===== src/rtl/vend_pkg.sv =====
// Shared types and constants for the coin vending controller.
package vend_pkg;

    typedef enum logic [1:0] {
        IDLE     = 2'd0,
        CREDIT   = 2'd1,
        DISPENSE = 2'd2,
        CHANGE   = 2'd3
    } vend_state_e;

    localparam logic [1:0] COIN_NONE = 2'b00;
    localparam logic [1:0] COIN_5    = 2'b01;
    localparam logic [1:0] COIN_10   = 2'b10;
    localparam logic [1:0] COIN_BAD  = 2'b11;

    localparam logic [15:0] VEND_TIMEOUT = 16'd50000;

    // Credit units (5c) carried by a coin code; invalid/none carry nothing.
    function automatic logic [1:0] coin_units(input logic [1:0] coin);
        unique case (coin)
            COIN_5:  return 2'd1;
            COIN_10: return 2'd2;
            default: return 2'd0;
        endcase
    endfunction

endpackage


===== src/rtl/vend_change_payout.sv =====
// Change payout engine: greedy 10c/5c coin selection over a chg_valid/chg_ack handshake.
module vend_change_payout
    import vend_pkg::*;
#(
    parameter int unsigned CREDIT_W = 6
) (
    input  logic                clk,
    input  logic                rst,
    input  logic                start,
    input  logic [CREDIT_W-1:0] amount,
    input  logic                ack,
    output logic                valid,
    output logic [1:0]          coin,
    output logic                paid,
    output logic                done
);

    logic                valid_q, valid_d;
    logic [1:0]          coin_q, coin_d;
    logic [CREDIT_W-1:0] rem_q, rem_d, rem_after;

    function automatic logic [1:0] greedy(input logic [CREDIT_W-1:0] amt);
        return (amt >= CREDIT_W'(2)) ? COIN_10 : COIN_5;
    endfunction

    // Kept as continuous assigns so the main FSM can consume them without a block-level loop.
    assign paid      = valid_q & ack;
    assign rem_after = rem_q - CREDIT_W'(coin_units(coin_q));
    assign done      = paid && (rem_after == '0);

    always_comb begin
        valid_d = valid_q;
        coin_d  = coin_q;
        rem_d   = rem_q;
        if (start) begin
            rem_d   = amount;
            valid_d = (amount != '0);
            coin_d  = (amount != '0) ? greedy(amount) : COIN_NONE;
        end else if (paid) begin
            rem_d = rem_after;
            if (rem_after == '0) begin
                valid_d = 1'b0;
                coin_d  = COIN_NONE;
            end else begin
                coin_d = greedy(rem_after);
            end
        end
    end

    always_ff @(posedge clk or negedge rst) begin
        if (!rst) begin
            valid_q <= 1'b0;
            coin_q  <= COIN_NONE;
            rem_q   <= '0;
        end else begin
            valid_q <= valid_d;
            coin_q  <= coin_d;
            rem_q   <= rem_d;
        end
    end

    assign valid = valid_q;
    assign coin  = coin_q;

endmodule


===== src/rtl/vend_controller.sv =====
// Vending sequencer: credit accumulation, product select, dispense handshake, change payout.
// Optional VEND_TIMEOUT_EN adds an inactivity refund while holding credit.
module vend_controller
    import vend_pkg::*;
#(
    parameter int unsigned                   NUM_ITEMS  = 4,
    parameter int unsigned                   CREDIT_W   = 6,
    parameter int unsigned                   MAX_CREDIT = 40,
    parameter logic [NUM_ITEMS*CREDIT_W-1:0] PRICES     = {6'd5, 6'd4, 6'd3, 6'd2}
) (
    input  logic                clk,
    input  logic                rst,
    input  logic [1:0]          in,
    input  logic                sel_valid,
    input  logic [2:0]          sel_item,
    input  logic                cancel,
    input  logic                disp_ack,
    input  logic                chg_ack,
    output logic                disp_req,
    output logic [2:0]          disp_item,
    output logic                chg_valid,
    output logic [1:0]          chg_coin,
    output logic                coin_rej,
    output logic                sel_err,
    output logic                vend_done,
    output logic [CREDIT_W-1:0] credit,
    output logic [1:0]          c_state
);

    vend_state_e         state_q, state_d;
    logic [CREDIT_W-1:0] credit_q, credit_d;
    logic                disp_req_q, disp_req_d;
    logic [2:0]          disp_item_q, disp_item_d;
    logic                coin_rej_q, coin_rej_d;
    logic                sel_err_q, sel_err_d;
    logic                vend_done_q, vend_done_d;
    logic                pay_start, pay_paid, pay_done, timeout;

    // Price table widened to the full 3-bit index space; out-of-range entries are never used.
    logic [CREDIT_W-1:0] price_tab [8];
    for (genvar i = 0; i < 8; i++) begin : g_price
        if (i < NUM_ITEMS) begin : g_used
            assign price_tab[i] = PRICES[i*CREDIT_W +: CREDIT_W];
        end else begin : g_unused
            assign price_tab[i] = '0;
        end
    end

    logic                idx_ok, coin_present, coin_ok;
    logic [CREDIT_W-1:0] price, paid_val;
    logic [CREDIT_W:0]   coin_sum;

    assign idx_ok       = {1'b0, sel_item} < 4'(NUM_ITEMS);
    assign price        = price_tab[sel_item];
    assign coin_present = (in != COIN_NONE);
    assign coin_sum     = {1'b0, credit_q} + (CREDIT_W+1)'(coin_units(in));
    assign coin_ok      = (in == COIN_5 || in == COIN_10) &&
                          (coin_sum <= (CREDIT_W+1)'(MAX_CREDIT));
    assign paid_val     = CREDIT_W'(coin_units(chg_coin));

`ifdef VEND_TIMEOUT_EN
    logic [15:0] idle_cnt_q;
    logic        activity;

    assign activity = coin_present || sel_valid || cancel;
    assign timeout  = (state_q == CREDIT) && !activity && (idle_cnt_q == VEND_TIMEOUT - 16'd1);

    always_ff @(posedge clk or negedge rst) begin
        if (!rst) begin
            idle_cnt_q <= '0;
        end else if (state_q != CREDIT || activity || timeout) begin
            idle_cnt_q <= '0;
        end else begin
            idle_cnt_q <= idle_cnt_q + 16'd1;
        end
    end
`else
    assign timeout = 1'b0;
`endif

    always_comb begin
        state_d     = state_q;
        credit_d    = credit_q;
        disp_req_d  = disp_req_q;
        disp_item_d = disp_item_q;
        coin_rej_d  = 1'b0;
        sel_err_d   = 1'b0;
        vend_done_d = 1'b0;
        pay_start   = 1'b0;
        unique case (state_q)
            IDLE: begin
                sel_err_d = sel_valid;
                if (coin_present) begin
                    if (coin_ok) begin
                        credit_d = coin_sum[CREDIT_W-1:0];
                        state_d  = CREDIT;
                    end else begin
                        coin_rej_d = 1'b1;
                    end
                end
            end
            CREDIT: begin
                if (cancel || timeout) begin
                    coin_rej_d = coin_present;
                    state_d    = CHANGE;
                    pay_start  = 1'b1;
                end else if (sel_valid) begin
                    coin_rej_d = coin_present;
                    if (!idx_ok || credit_q < price) begin
                        sel_err_d = 1'b1;
                    end else begin
                        credit_d    = credit_q - price;
                        state_d     = DISPENSE;
                        disp_req_d  = 1'b1;
                        disp_item_d = sel_item;
                    end
                end else if (coin_present) begin
                    if (coin_ok) begin
                        credit_d = coin_sum[CREDIT_W-1:0];
                    end else begin
                        coin_rej_d = 1'b1;
                    end
                end
            end
            DISPENSE: begin
                coin_rej_d = coin_present;
                if (disp_ack) begin
                    disp_req_d  = 1'b0;
                    vend_done_d = 1'b1;
                    if (credit_q != '0) begin
                        state_d   = CHANGE;
                        pay_start = 1'b1;
                    end else begin
                        state_d = IDLE;
                    end
                end
            end
            CHANGE: begin
                coin_rej_d = coin_present;
                if (pay_paid) credit_d = credit_q - paid_val;
                if (pay_done) state_d = IDLE;
            end
        endcase
    end

    always_ff @(posedge clk or negedge rst) begin
        if (!rst) begin
            state_q     <= IDLE;
            credit_q    <= '0;
            disp_req_q  <= 1'b0;
            disp_item_q <= '0;
            coin_rej_q  <= 1'b0;
            sel_err_q   <= 1'b0;
            vend_done_q <= 1'b0;
        end else begin
            state_q     <= state_d;
            credit_q    <= credit_d;
            disp_req_q  <= disp_req_d;
            disp_item_q <= disp_item_d;
            coin_rej_q  <= coin_rej_d;
            sel_err_q   <= sel_err_d;
            vend_done_q <= vend_done_d;
        end
    end

    vend_change_payout #(
        .CREDIT_W(CREDIT_W)
    ) u_payout (
        .clk   (clk),
        .rst   (rst),
        .start (pay_start),
        .amount(credit_q),
        .ack   (chg_ack),
        .valid (chg_valid),
        .coin  (chg_coin),
        .paid  (pay_paid),
        .done  (pay_done)
    );

    assign disp_req  = disp_req_q;
    assign disp_item = disp_item_q;
    assign coin_rej  = coin_rej_q;
    assign sel_err   = sel_err_q;
    assign vend_done = vend_done_q;
    assign credit    = credit_q;
    assign c_state   = state_q;

endmodule


===== config.mk =====
export PLATFORM = sky130hd
export DESIGN_NAME = vend_controller
export DESIGN_NICKNAME = d
export VERILOG_FILES = /design/src/rtl/vend_pkg.sv /design/src/rtl/vend_change_payout.sv /design/src/rtl/vend_controller.sv
export SDC_FILE = /design/constraint.sdc
export NUM_CORES = 1
export LEC_CHECK = 0
export ABC_AREA = 0
export ABC_CLOCK_PERIOD_IN_PS = 3200
export CELL_PAD_IN_SITES_DETAIL_PLACEMENT = 1
export CELL_PAD_IN_SITES_GLOBAL_PLACEMENT = 1
export CORE_AREA = 3 3 75 77
export CTS_CLUSTER_DIAMETER = 30
export DETAILED_ROUTE_END_ITERATION = 12
export DIE_AREA = 0 0 78 80
export PLACE_DENSITY = 0.81
export SYNTH_ARGS = -nofsm -noshare
export SYNTH_HDL_FRONTEND = slang
export SYNTH_SLANG_ARGS = --single-unit

===== constraint.sdc =====
create_clock -name clk -period 3.2 [get_ports clk]
set_input_delay 0.48 -clock clk [delete_from_list [all_inputs] [get_ports clk]]
set_output_delay 0.48 -clock clk [all_outputs]
set_load 0.02 [all_outputs]

==> results.tsv <==
stage	metric	value	unit
outcome	status	completed	
detailed_routing	route.detailed.drc	0	
floorplanning	core	0.00507	mm²
setup_path	r2r_slack	140	ps
min_path	worstHoldPathCells	1	
power_and_ir_drop	p_clk_share	8.6	%
placed_design	placed_cells	326	
setup_path	end_kind	register	
cts	clkSinkCount	24	
placed_design	pre_cts_ws	-61.5	ps
finish	antenna_cells	0	
cts	htree_levels	1	
floorplanning	design.die.area	0.00624	mm²
timing	hold_violations	0	
cts	clock_latency	270	ps
timing	slew_violations	0	
cts	clock_path_buffers	2	
setup_path	cp.required	3390	ps
global_routing	grt.total_usage	19.9	%
timing	hold_ws	507	ps
timing	skew	4.71	ps
setup_path	cpPeakStageDelay	620	ps
finish	regArea	601	µm²
power_and_ir_drop	power.switching	0.00120	W
synth	avgSynthCellArea	8.85	µm²
finish	num-fill-cells	625	
timing	fmax	327	MHz
synth	synth_nets	260	
detailed_routing	wl_per_cell	17.7	µm
synth	ys_ff_latch	24	
cts	cts-root-buf	clkbuf_8	
setup_path	start_kind	register	
setup_path	crit_chain	nor2b_1, ha_1, inv_1, fa_1, or4_1, a311oi_4, o221ai_4, a2111o_1, o21ai_1	
synth	synth-warning-count	0	
min_path	worstHoldEndpoint	disp_item[2]	
setup_path	worstSetupPathType	reg -> reg	
finish	area_growth	21.7	%
global_routing	antenna_found_initial	0	
setup_path	ff2ff_path_depth	9	
power_and_ir_drop	pwr-share-seq	23.7	%
power_and_ir_drop	switching_share	48.7	%
placed_design	io_buffers	28	
timing	period_needed	3060	ps
timing	tns	0	ps
cts	cts_inserted_buffers	3	
global_routing	grt_max_degree	25	
global_routing	grt_pass1_wl	9830	µm
timing	fin_crit_sh	95.7	%
global_routing	grt_pass1_vias	1972	
power_and_ir_drop	vdd_drop_max	0.393	mV
finish	multi_input_area	0.00129	mm²
cts	cts_tree	done	
finish	fin_cells	330	
finish	drive_above_1_share	9.62	%
timing	slew_headroom	60.0	%
setup_path	r2r-start	u_payout.coin[0]	
floorplanning	row_count	26	
synth	yosysTopAreaCellShare	29.6	%
job	cap_violations	0	
synth	synth_area	0.00203	mm²
synth	synth_area_leaders	dfrtp_1 (30%), ha_1 (9.9%), inv_1 (4.1%)	
detailed_routing	drtAntennaViolNets	0	
timing	setup_viol	0	
timing	fin_ws	138	ps
power_and_ir_drop	p_int	0.00126	W
cts	clkSlewWorstSetupHoldPaths	90	ps
detailed_routing	drt-total-wl	5850	µm
floorplanning	die_y	80	µm
cts	ctsHoldBuffers	0	
detailed_routing	first_iter_violations	112	
setup_path	path_max_fanout	4	
synth	synth_largest_area_cell	dfrtp_1	
min_path	hp-class	reg -> reg	
placed_design	place_congestion	0.954	
synth	seq_area_frac_synth	29.6	%
synth	synth_edf_count	0	
setup_path	r2r_end	c_state[1]	
power_and_ir_drop	leakagePower	1.02	nW
timing	worstMarginPinSlew	599	ps
power_and_ir_drop	p_per_area	998	mW/mm²
min_path	min_from	disp_item[2]	
floorplanning	die_w	78	µm
setup_path	cp.arrival	3250	ps
detailed_routing	via_per_inst	5.71	
global_routing	grt_overflow	0	
synth	synthDistinctLibCells	59	
setup_path	cpMaxStageDelayCell	or4_1	
placed_design	post-dp-hpwl	4450	µm
detailed_routing	vias	1884	
power_and_ir_drop	p_comb_share	67.6	%
floorplanning	initial_utilization	39.9	%
synth	async_reset_ff_share	100	%
synth	synth_ff_type	dfrtp_1	
detailed_routing	first_pass_iters	4	
synth	syn_inst	229	
floorplanning	num_io_pins	29	
finish	nets	292	
-- layout make-up --
cell class                      count  share of cell area (%)
Tap cell                           70                    3.55
Clock buffer                        4                    2.23
Multi-Input combinational cell    173                    52.4
Inverter                           22                    3.35
Sequential cell                    24                    24.4
Timing Repair Buffer               37                    14.1
-- per-layer routing --
| metal | vias up | track usage (%) | share of wire [%] | routed length [µm] |
|---|---|---|---|---|
| li1 | 882 | - | - | - |
| met1 | 932 | 24.9 | 43 | 2540 |
| met2 | 54 | 34.4 | 49 | 2880 |
| met3 | 16 | 2.48 | 4.0 | 232 |
| met4 | 0 | 8.57 | 3.4 | 199 |
| met5 | - | 0 | 0 | 0 |
-- cells in the final DEF (no fill, tap or decap), types with 3 or more instances in the layout --
| master | count |
|---|---|
| nor3_1 | 9 |
| buf_4 | 9 |
| inv_1 | 22 |
| clkbuf_8 | 4 |
| ha_1 | 16 |
| nor4_1 | 4 |
| o21a_1 | 3 |
| or4_1 | 4 |
| dfrtp_1 | 24 |
| nor2b_1 | 7 |
| nand2b_1 | 5 |
| o21ai_0 | 8 |
| nand2_1 | 17 |
| mux2i_1 | 3 |
| fa_1 | 4 |
| nand3_1 | 6 |
| o21ai_1 | 6 |
| a211o_1 | 3 |
| o22ai_1 | 4 |
| xor2_1 | 4 |
| a211oi_1 | 3 |
| clkdlybuf4s50_1 | 28 |
| a21oi_1 | 11 |
| nor2_1 | 13 |
| xnor2_1 | 6 |
-- kinds of logic (layout without fill, tap and decap cells) --
kind of cell	count (synthesis)	count (layout)	share of synthesized area [%]
and+or+nand+nor	77	77	20.0
muxes	5	5	2.59
AOI/OAI and AO/OA	61	61	21.5
adders and majority gates	20	20	13.8
DFF	24	24	29.6
buffers and inverters	32	63	8.09
xor gates and xnor gates	10	10	4.32
-- flip-flops by register name (all words and copies together) (netlist names) --
name and flops:
coin_rej 1, u_payout.rem_q 6, sel_err 1, disp_req 1, credit 6, vend_done 1, u_payout.valid 1, disp_item 3
u_payout.coin 2, c_state 2
-- timing repair --
action / in CTS / in global routing
buffers inserted: 0 / 0
setup endpoints to repair: 0 / 2
resized for setup: 0 / 3
-- worst max path at each step --
stage / startpoint / endpoint
2_1_floorplan: u_payout.coin[0] / c_state[1]
3_3_place_gp: in[1] / credit[3]
3_5_place_dp: in[1] / c_state[1]
4_1_cts: u_payout.coin[0] / c_state[1]
5_1_grt: u_payout.coin[0] / c_state[1]
6_report: u_payout.coin[0] / c_state[1]
-- Yosys cell counts, types with 5 or more instances --
cell type,count
o21ai_1,6
nand3_1,6
inv_1,22
ha_1,16
nor3_1,9
nand2b_1,5
nand2_1,17
xnor2_1,6
dfrtp_1,24
nor2_1,13
nor2b_1,7
o21ai_0,8
a21oi_1,11
-- power groups by stage --
stage	Combinational, W	Sequential [W]	Clock [W]
floorplan	0.000979	0.000670	0
global placement	0.00157	0.000581	0
detailed placement	0.00162	0.000590	0
CTS	0.00164	0.000585	0.000222
global route	0.00184	0.000610	0.000228
finish	0.00166	0.000584	0.000212
-- through the flow --
step                power [W]  utilization (%)  area, µm²
floorplan             0.00165                -       2030
global placement      0.00216             46.9       2380
detailed placement    0.00221             46.9       2380
CTS                   0.00244             48.0       2430
global route          0.00268             48.6       2460
finish                0.00246             48.6       2460
-- critical path, delay by kind of cell, from the launching register on --
kind,cells,cell delay [ps]
DFF,1,410
buffers and inverters,1,50
and+or+nand+nor,2,810
adders and majority gates,2,650
AOI/OAI and AO/OA,4,1070
(Power assumes the default switching activity.)
